### src/rtl/wb_bridge_pkg.sv
// Shared definitions for the Wishbone-to-SPI register bridge.
//   state_e     : bridge FSM encoding (IDLE=0, FWD=1, RESP=2, DONE=3)
//   rsp_e       : slave termination selected for the RESP cycle
//   OFF_STATUS  : local status register offset inside the 8-register window
//   OFF_CTRL    : local control register offset
//   status_byte : packs the STATUS read value
package wb_bridge_pkg;

  typedef enum logic [1:0] {
    IDLE = 2'd0,
    FWD  = 2'd1,
    RESP = 2'd2,
    DONE = 2'd3
  } state_e;

  typedef enum logic [1:0] {
    RSP_NONE = 2'd0,
    RSP_ACK  = 2'd1,
    RSP_ERR  = 2'd2,
    RSP_RTY  = 2'd3
  } rsp_e;

  localparam logic [2:0] OFF_STATUS = 3'd4;
  localparam logic [2:0] OFF_CTRL   = 3'd5;

  function automatic logic [7:0] status_byte(input logic [3:0] to_cnt,
                                             input logic       to_flag,
                                             input logic       inta);
    return {to_cnt, 2'b00, to_flag, inta};
  endfunction

endpackage

### src/rtl/wb_bridge_timeout.sv
// SPI-ack timeout timer: a loadable down-counter.
//   clk_i    : clock (rising edge)
//   rst_i    : synchronous reset, active-high (counter -> 0)
//   load_i   : reload with TIMEOUT-1
//   en_i     : count down while waiting for the SPI ack
//   expire_o : high in the enabled cycle where the count has reached zero,
//              i.e. the TIMEOUT-th cycle after the load
module wb_bridge_timeout #(
  parameter int unsigned TIMEOUT = 16,
  parameter int unsigned TO_W    = 8
) (
  input  logic clk_i,
  input  logic rst_i,
  input  logic load_i,
  input  logic en_i,
  output logic expire_o
);

  logic [TO_W-1:0] cnt_q, cnt_d;

  always_comb begin
    cnt_d = cnt_q;
    if (load_i) begin
      cnt_d = TO_W'(TIMEOUT - 1);
    end else if (en_i && (cnt_q != '0)) begin
      cnt_d = cnt_q - 1'b1;
    end
  end

  always_ff @(posedge clk_i) begin
    if (rst_i) cnt_q <= '0;
    else       cnt_q <= cnt_d;
  end

  assign expire_o = en_i & ~load_i & (cnt_q == '0);

endmodule

### src/rtl/wb_spi_bus_bridge.sv
// Wishbone slave (from the I2C master) to Wishbone master (SPI core) bridge.
// Window of 8 registers at BASE_ADDR: offsets 0-3 go to SPI regs 0-3,
// offset 4 is STATUS, offset 5 is CTRL, anything else terminates with err.
//   wb_clk_i/wb_rst_i : clock, synchronous active-high reset
//   s_*               : slave port; ack/err/rty are registered 1-cycle pulses
//   m_*               : SPI master port; m_cyc_o and m_stb_o move together
//   m_inta_i/irq_o    : SPI interrupt, gated by CTRL bit0
module wb_spi_bus_bridge
  import wb_bridge_pkg::*;
#(
  parameter logic [7:0]  BASE_ADDR = 8'h00,
  parameter int unsigned TIMEOUT   = 16,
  parameter int unsigned TO_W      = 8
) (
  input  logic       wb_clk_i,
  input  logic       wb_rst_i,
  input  logic [7:0] s_adr_i,
  input  logic [7:0] s_dat_i,
  output logic [7:0] s_dat_o,
  input  logic [3:0] s_sel_i,
  input  logic       s_we_i,
  input  logic       s_cyc_i,
  input  logic       s_stb_i,
  output logic       s_ack_o,
  output logic       s_err_o,
  output logic       s_rty_o,
  output logic [1:0] m_adr_o,
  output logic [7:0] m_dat_o,
  input  logic [7:0] m_dat_i,
  output logic       m_we_o,
  output logic       m_cyc_o,
  output logic       m_stb_o,
  input  logic       m_ack_i,
  input  logic       m_inta_i,
  output logic       irq_o
);

  state_e     state_q, state_d;
  rsp_e       rsp_d;
  logic [1:0] adr_q, adr_d;
  logic [7:0] dat_q, dat_d;
  logic       we_q, we_d;
  logic       mcyc_q, mcyc_d;
  logic       ack_q, err_q, rty_q;
  logic [7:0] sdat_q, sdat_d;
  logic       ctrl_q, ctrl_d;
  logic [3:0] to_cnt_q, to_cnt_d;
  logic       to_flag_q, to_flag_d;
  logic       expire;

  logic       hit;
  logic [2:0] off;
  logic       unused_sel;

  assign hit        = (s_adr_i[7:3] == BASE_ADDR[7:3]);
  assign off        = s_adr_i[2:0];
  assign unused_sel = ^s_sel_i[3:1];

  wb_bridge_timeout #(
    .TIMEOUT (TIMEOUT),
    .TO_W    (TO_W)
  ) u_timeout (
    .clk_i    (wb_clk_i),
    .rst_i    (wb_rst_i),
    .load_i   (state_q == IDLE),
    .en_i     (state_q == FWD),
    .expire_o (expire)
  );

  always_comb begin
    state_d   = state_q;
    rsp_d     = RSP_NONE;
    adr_d     = adr_q;
    dat_d     = dat_q;
    we_d      = we_q;
    mcyc_d    = mcyc_q;
    sdat_d    = 8'h00;
    ctrl_d    = ctrl_q;
    to_cnt_d  = to_cnt_q;
    to_flag_d = to_flag_q;
    unique case (state_q)
      IDLE: begin
        if (s_cyc_i && s_stb_i) begin
          state_d = RESP;
          if (hit && s_sel_i[0] && !off[2]) begin
            adr_d   = off[1:0];
            dat_d   = s_dat_i;
            we_d    = s_we_i;
            mcyc_d  = 1'b1;
            state_d = FWD;
          end else if (hit && s_sel_i[0] && (off == OFF_STATUS || off == OFF_CTRL)) begin
            rsp_d = RSP_ACK;
            if (s_we_i) begin
              if (off == OFF_STATUS) begin
                to_cnt_d  = 4'd0;
                to_flag_d = 1'b0;
              end else begin
                ctrl_d = s_dat_i[0];
              end
            end else begin
              sdat_d = (off == OFF_STATUS) ? status_byte(to_cnt_q, to_flag_q, m_inta_i)
                                           : {7'b0, ctrl_q};
            end
          end else begin
            rsp_d = RSP_ERR;
          end
        end
      end
      FWD: begin
        // Abort has priority over a coincident ack or timeout.
        if (!s_cyc_i) begin
          mcyc_d  = 1'b0;
          state_d = IDLE;
        end else if (m_ack_i) begin
          mcyc_d  = 1'b0;
          rsp_d   = RSP_ACK;
          sdat_d  = we_q ? 8'h00 : m_dat_i;
          state_d = RESP;
        end else if (expire) begin
          mcyc_d    = 1'b0;
          rsp_d     = RSP_RTY;
          to_flag_d = 1'b1;
          if (to_cnt_q != 4'hF) to_cnt_d = to_cnt_q + 4'd1;
          state_d   = RESP;
        end
      end
      RESP: state_d = DONE;
      DONE: if (!s_stb_i) state_d = IDLE;
      default: state_d = IDLE;
    endcase
  end

  always_ff @(posedge wb_clk_i) begin
    if (wb_rst_i) begin
      state_q   <= IDLE;
      adr_q     <= '0;
      dat_q     <= '0;
      we_q      <= 1'b0;
      mcyc_q    <= 1'b0;
      ack_q     <= 1'b0;
      err_q     <= 1'b0;
      rty_q     <= 1'b0;
      sdat_q    <= '0;
      ctrl_q    <= 1'b0;
      to_cnt_q  <= '0;
      to_flag_q <= 1'b0;
    end else begin
      state_q   <= state_d;
      adr_q     <= adr_d;
      dat_q     <= dat_d;
      we_q      <= we_d;
      mcyc_q    <= mcyc_d;
      ack_q     <= (rsp_d == RSP_ACK);
      err_q     <= (rsp_d == RSP_ERR);
      rty_q     <= (rsp_d == RSP_RTY);
      sdat_q    <= sdat_d;
      ctrl_q    <= ctrl_d;
      to_cnt_q  <= to_cnt_d;
      to_flag_q <= to_flag_d;
    end
  end

  assign s_dat_o = sdat_q;
  assign s_ack_o = ack_q;
  assign s_err_o = err_q;
  assign s_rty_o = rty_q;
  assign m_adr_o = adr_q;
  assign m_dat_o = dat_q;
  assign m_we_o  = we_q;
  assign m_cyc_o = mcyc_q;
  assign m_stb_o = mcyc_q;
  assign irq_o   = ctrl_q & m_inta_i;

endmodule

### config.mk
export PLATFORM = sky130hd
export DESIGN_NAME = wb_spi_bus_bridge
export DESIGN_NICKNAME = d
export VERILOG_FILES = /design/src/rtl/wb_bridge_pkg.sv /design/src/rtl/wb_bridge_timeout.sv /design/src/rtl/wb_spi_bus_bridge.sv
export SDC_FILE = /design/constraint.sdc
export NUM_CORES = 1
export LEC_CHECK = 0
export BUFFER_PORTS_ARGS = -buffer_cell sky130_fd_sc_hd__buf_2
export CAP_MARGIN = 5
export CORE_MARGIN = 2
export CORE_UTILIZATION = 25
export CTS_CLUSTER_SIZE = 16
export DETAILED_ROUTE_END_ITERATION = 8
export SLEW_MARGIN = 20
export SYNTH_ARGS = -nofsm -noshare
export SYNTH_HDL_FRONTEND = slang
export SYNTH_SLANG_ARGS = --single-unit
### constraint.sdc
create_clock -name wb_clk_i -period 3.29 [get_ports wb_clk_i]
set_input_delay 0.4935 -clock wb_clk_i [delete_from_list [all_inputs] [get_ports wb_clk_i]]
set_output_delay 0.4935 -clock wb_clk_i [all_outputs]
set_load 0.02 [all_outputs]
## Yosys cells after proc, flatten, opt, wreduce, memory -nomap -nowiden

Index checks and enable logic that the tools add are counted.

- Register bits after elaboration: 39
- Bits in latches: 0
- Memory bits (writable): 0
- Bits in read-only memories: 0
- Output and inout port bits: 25
- Logic and storage cells: 113
- Memories: 0

- Add/subtract/negate cells: 2
- $mul: 0
- Div/mod/pow operators: 0
- $lt $le $gt $ge: 0
- Equality and inequality tests: 21
- Shift operators: 0
- Muxes and demuxes: 50
- Bitwise gates (word level): 6
- Reductions and logical operators: 20

Operator list:

| operator | count |
|---|---|
| 8-bit 2-to-1 mux | 8 |
| 4-bit 2-to-1 mux | 11 |
| 2-bit 2-to-1 mux | 12 |
| 2-bit != test, second input constant | 11 |
| 8-bit one-hot mux with 2 select lines | 1 |
| 1-bit 2-to-1 mux | 13 |
| 10-bit AND reduction | 1 |
| 9-bit AND reduction | 1 |
| 2-bit equality test, second input constant | 4 |
| 8-bit zero test | 1 |
| 4-bit != test, second input constant | 2 |
| 2-bit one-hot mux with 4 select lines | 1 |
| 4-bit one-hot mux with 2 select lines | 1 |
| 8-bit nonzero test | 1 |
| 8-bit by 1-bit subtractor with 8-bit output, second input constant | 1 |
| 3-bit equality test, second input constant | 2 |
| 3-bit AND reduction | 2 |
| 6-bit AND reduction | 1 |
| 1-bit logical AND | 5 |
| 5-bit zero test | 1 |
| 4-bit by 1-bit adder with 4-bit output, second input constant | 1 |
| 2-bit by 1-bit equality test with 1-bit output, second input constant | 2 |
| 1-bit one-hot mux with 2 select lines | 2 |
| 2-bit one-hot mux with 2 select lines | 1 |
| 8 further kinds | 13 |

## Logic depth before layout (Yosys ltp)

- Word-level depth: 9
- Mapped depth: 7

## Cells and area by module

Synthesis repeated with hierarchy kept, for this count alone.

- Cells, all modules: 197
- Area total of the unflattened synthesis: 1898.1 sq um

By module, submodules not included:

| module | instances | cells an instance | area each (sq um) | sequential area each (sq um) |
|---|---|---|---|---|
| wb_spi_bus_bridge | 1 | 143 | 1422.6 | 620.6 |
| wb_bridge_timeout | 1 | 54 | 475.5 | 160.2 |

## Worst setup path before layout

OpenSTA, ideal clock, no wires.

- Kind: register to register
- Start: reg u_timeout.cnt_q[0]
- End: reg to_cnt_q[0]
- Library setup time: 0.123 ns
- Data arrival time: 1.723 ns
- Data required time: 3.167 ns
- Slack: 1.444 ns
- Cell stages (with the launch flop): 7
- Path buffers: 0
- Clock period less this slack: 1.846 ns
- Cells stage by stage: dfxtp_1 > inv_1 > ha_1 > nor3b_1 > a21oi_2 > nor4_4 > mux2_1

- Longest elaborated chain between the ends: 4

Ends and longest elaborated chain:

| what | RTL line | source |
|---|---|---|
| from (decl) | wb_bridge_timeout.sv:19 | `logic [TO_W-1:0] cnt_q, cnt_d;` |
| from (signal assigned) | wb_bridge_timeout.sv:32 | `else cnt_q <= cnt_d;` |
| 8-bit zero test | wb_bridge_timeout.sv:35 | `assign expire_o = en_i & ~load_i & (cnt_q == '0);` |
| 1-bit AND | wb_bridge_timeout.sv:35 |  |
| 2-bit != test (no line) | n/a |  |
| 10-bit AND reduction (no line) | n/a |  |
| to (signal assigned) | wb_spi_bus_bridge.sv:158 | `to_cnt_q <= to_cnt_d;` |
| to (decl) | wb_spi_bus_bridge.sv:47 | `logic [3:0] to_cnt_q, to_cnt_d;` |

Every way passes these cells.
A chain may end at the register's enable or synchronous reset.

## Worst setup path after layout

Ends and elaborated chain as after synthesis.

==> flow_summary.json <==
{
  "synth_edf_count": 0,
  "clk_pin_slew_ns": 0.08,
  "synth_cells": 198,
  "area_growth_pct": 25.2,
  "wire_per_inst_um": 12.0,
  "use_met2_pct": 14.9,
  "die_y_um": 91.0,
  "end_kind": "register",
  "crit_type": "register to register",
  "ys_seq_area_share_pct": 41.2,
  "required_ns": 3.47,
  "fin_hold_ws_ns": 0.424,
  "grt_setup_unrepaired": "false",
  "first_pass_iters": 4,
  "clock_sinks": 39,
  "ys_types": 52,
  "leakage_nw": 0.968,
  "crit_fanout": 6,
  "skew_ns": 0.00345,
  "crit_family": "simple AND/OR/NAND/NOR gates",
  "start_util_pct": 26.0,
  "design_area_um2": 2370,
  "coreArea_um2": 7290,
  "dp.cells": 341,
  "rows": 31,
  "grt_pass1_wl_um": 6890,
  "vias": 1611,
  "slew_violations": 0,
  "insertion_delay_ns": 0.29,
  "post-synth-top-count-cell": "dfxtp_1",
  "crit_buf_inv": 1,
  "vias_per_cell": 4.62,
  "ir_worst_vdd_v": 0.000218,
  "synth.cell_area_um2": 1890,
  "clkPwrFrac_pct": 41.4,
  "synth_xor_area_share_pct": 3.24,
  "cap_violations": 0,
  "place_area_um2": 2240,
  "synthFlopType": "dfxtp_1",
  "clockRootBuffer": "clkbuf_8",
  "cts.path.max_buffers": 2,
  "slew_headroom_pct": 38.8,
  "use_met3_pct": 2.99,
  "cts.repair.resized": 0,
  "synth_mux_area_share_pct": 8.66,
  "grt_use_met1_pct": 14.4,
  "p_int_mw": 0.861,
  "drtIter0Drc": 38,
  "cts_hold_buffers": 0,
  "synthTopCellsByArea": "dfxtp_1, mux2i_1, nor2_1, nor4_4, a32oi_1",
  "setup-tns-final_ns": 0,
  "cts_buffers": 5,
  "gr-total-overflow": 0,
  "grt_use_total_pct": 10.1,
  "synth_common_cells": "dfxtp_1, nor2_1, mux2i_1",
  "antenna_cells": 0,
  "grt_pass1_vias": 1507,
  "status": "completed",
  "yosysWarnings": 0,
  "holdCritPathClass": "input pin to register",
  "drc": 0,
  "cts_tree": "yes",
  "drive_above_1_share_pct": 29.6,
  "worstMarginPinSlew_ns": 0.916,
  "fin_nets": 287,
  "post-route-util_pct": 32.5,
  "fin_cells": 349,
  "synth.avg_cell_area_um2": 9.56,
  "power_switching_mw": 0.292,
  "crit_chain": "inv_1, ha_1, nor3b_1, a21oi_2, nor4_4, mux2_1",
  "antenna_found_initial": 0,
  "htreeDepth": 2,
  "die_w_um": 91.0,
  "antenna_left": 0,
  "maxClockFrequency_ghz": 0.493,
  "synth_compound_area_share_pct": 14.3,
  "p_seq_share_pct": 43.8,
  "cp_slowest_cell": "nor4_4",
  "grt_max_degree": 34,
  "io_buffers": 56,
  "period_share_pct": 61.6,
  "ys_seq_elements": 39,
  "setup-violations-final": 0,
  "ios": 60,
  "cp-start-kind": "register",
  "synth_top_family_by_area": "simple AND/OR/NAND/NOR gates",
  "hpwl_um": 3130,
  "synth_nets": 236,
  "finalHoldViolations": 0,
  "place_congestion": 0.792,
  "cpPeakStageDelay_ns": 0.43,
  "finalWirelength_um": 4190,
  "grt-busiest-layer": "met2",
  "cts_setup_buffers": 0,
  "swShare_pct": 25.3,
  "synth_fa_ha_area_share_pct": 1.98,
  "synth-simple-area-share_pct": 26.2,
  "synth_area_leader_cell": "dfxtp_1",
  "synthDominantCellAreaShare_pct": 41.2,
  "dieArea_um2": 8280,
  "powerDensity_nw_per_um2": 486,
  "crit_arrival_ns": 2.21,
  "power_frac_comb_pct": 14.8,
  "fin_crit_ns": 2.03,
  "async_reset_ff_share_pct": 0
}
-- cell type report --
cell class	instances	area, µm²
sequential	39	781
inverter	4	15.0
timing repair buffer	57	288
fill	798	4920
clock buffer	6	72.6
clock inverter	2	60.1
multi-input combinational	142	1030
tap	99	124
-- power by group through the flow --
stage / registers (mW) / clock network (mW) / logic (mW)
after floorplan: 0.513 / 0 / 0.124
after global placement: 0.515 / 0 / 0.168
after detailed placement: 0.516 / 0 / 0.170
after CTS: 0.504 / 0.486 / 0.171
after global routing: 0.508 / 0.508 / 0.191
final: 0.505 / 0.477 / 0.170
-- cell usage in the layout, fill, tap and decap left out, types with 2 or more instances in the layout --
cell type  count
ha_1           3
and3b_1        4
nand4_1        2
nor3_1         7
buf_2         56
or4_1          3
xor2_1         6
a21oi_1        9
o2111ai_1      2
bufinv_16      2
nor3b_1        5
a32oi_1        7
nand2_1        6
nor2b_1        5
o211ai_1       3
nor4_4         3
mux2_1         2
a31oi_1        3
dfxtp_1       39
mux2i_1       13
nand2b_1       4
nand3_1        3
inv_1          4
o31ai_1        3
nor2_1        25
clkbuf_8       5
-- cells by family after synthesis --
family                     Yosys count
buffers and inverters               17
AOI/OAI and AO/OA                   37
muxes                               16
adders and majority gates            3
and+or+nand+nor                     79
xor gates and xnor gates             7
DFF                                 39
-- worst min-delay path, delay by kind of cell --
family / cells / cell delay, ns
AOI/OAI and AO/OA: 1 / 0.04
and+or+nand+nor: 1 / 0.07
buffers and inverters: 1 / 0.08
-- registers in the layout, summed over array words and instances (netlist names) --
| name | flops |
|---|---|
| m_we_o | 1 |
| s_rty_o | 1 |
| to_flag_q | 1 |
| to_cnt_q | 4 |
| m_cyc_o | 1 |
| m_dat_o | 8 |
| s_dat_o | 8 |
| s_ack_o | 1 |
| ctrl_q | 1 |
| s_err_o | 1 |
| m_adr_o | 2 |
| u_timeout.cnt_q | 8 |
| state_q | 2 |
-- per-layer routing --
| layer | up-vias | part of all wire (%) |
|---|---|---|
| met3 | 4 | 5.4 |
| met5 | - | 0 |
| met1 | 737 | 50 |
| li1 | 824 | - |
| met4 | 0 | 0.41 |
| met2 | 46 | 44 |
-- metrics by stage --
| step | power, mW | worst slack [ns] |
|---|---|---|
| after CTS | 1.16 | 1.26 |
| after floorplan | 0.636 | 1.44 |
| after global placement | 0.684 | 1.12 |
| after global routing | 1.21 | 1.10 |
| after detailed placement | 0.686 | 1.12 |
| final | 1.15 | 1.26 |
-- final timing paths --
kind,from,end,slack (ns),cells past startpoint
max,u_timeout.cnt_q[0]$_SDFFE_PP0P_,to_cnt_q[0]$_SDFFE_PP0P_,1.26,6
min,m_dat_i[5],s_dat_o[5]$_SDFF_PP0_,0.42,3
max reg2reg,u_timeout.cnt_q[0]$_SDFFE_PP0P_,to_cnt_q[0]$_SDFFE_PP0P_,1.26,6
min reg2reg,to_flag_q$_SDFFE_PP0P_,to_flag_q$_SDFFE_PP0P_,0.48,2
(Power assumes the default switching activity.)
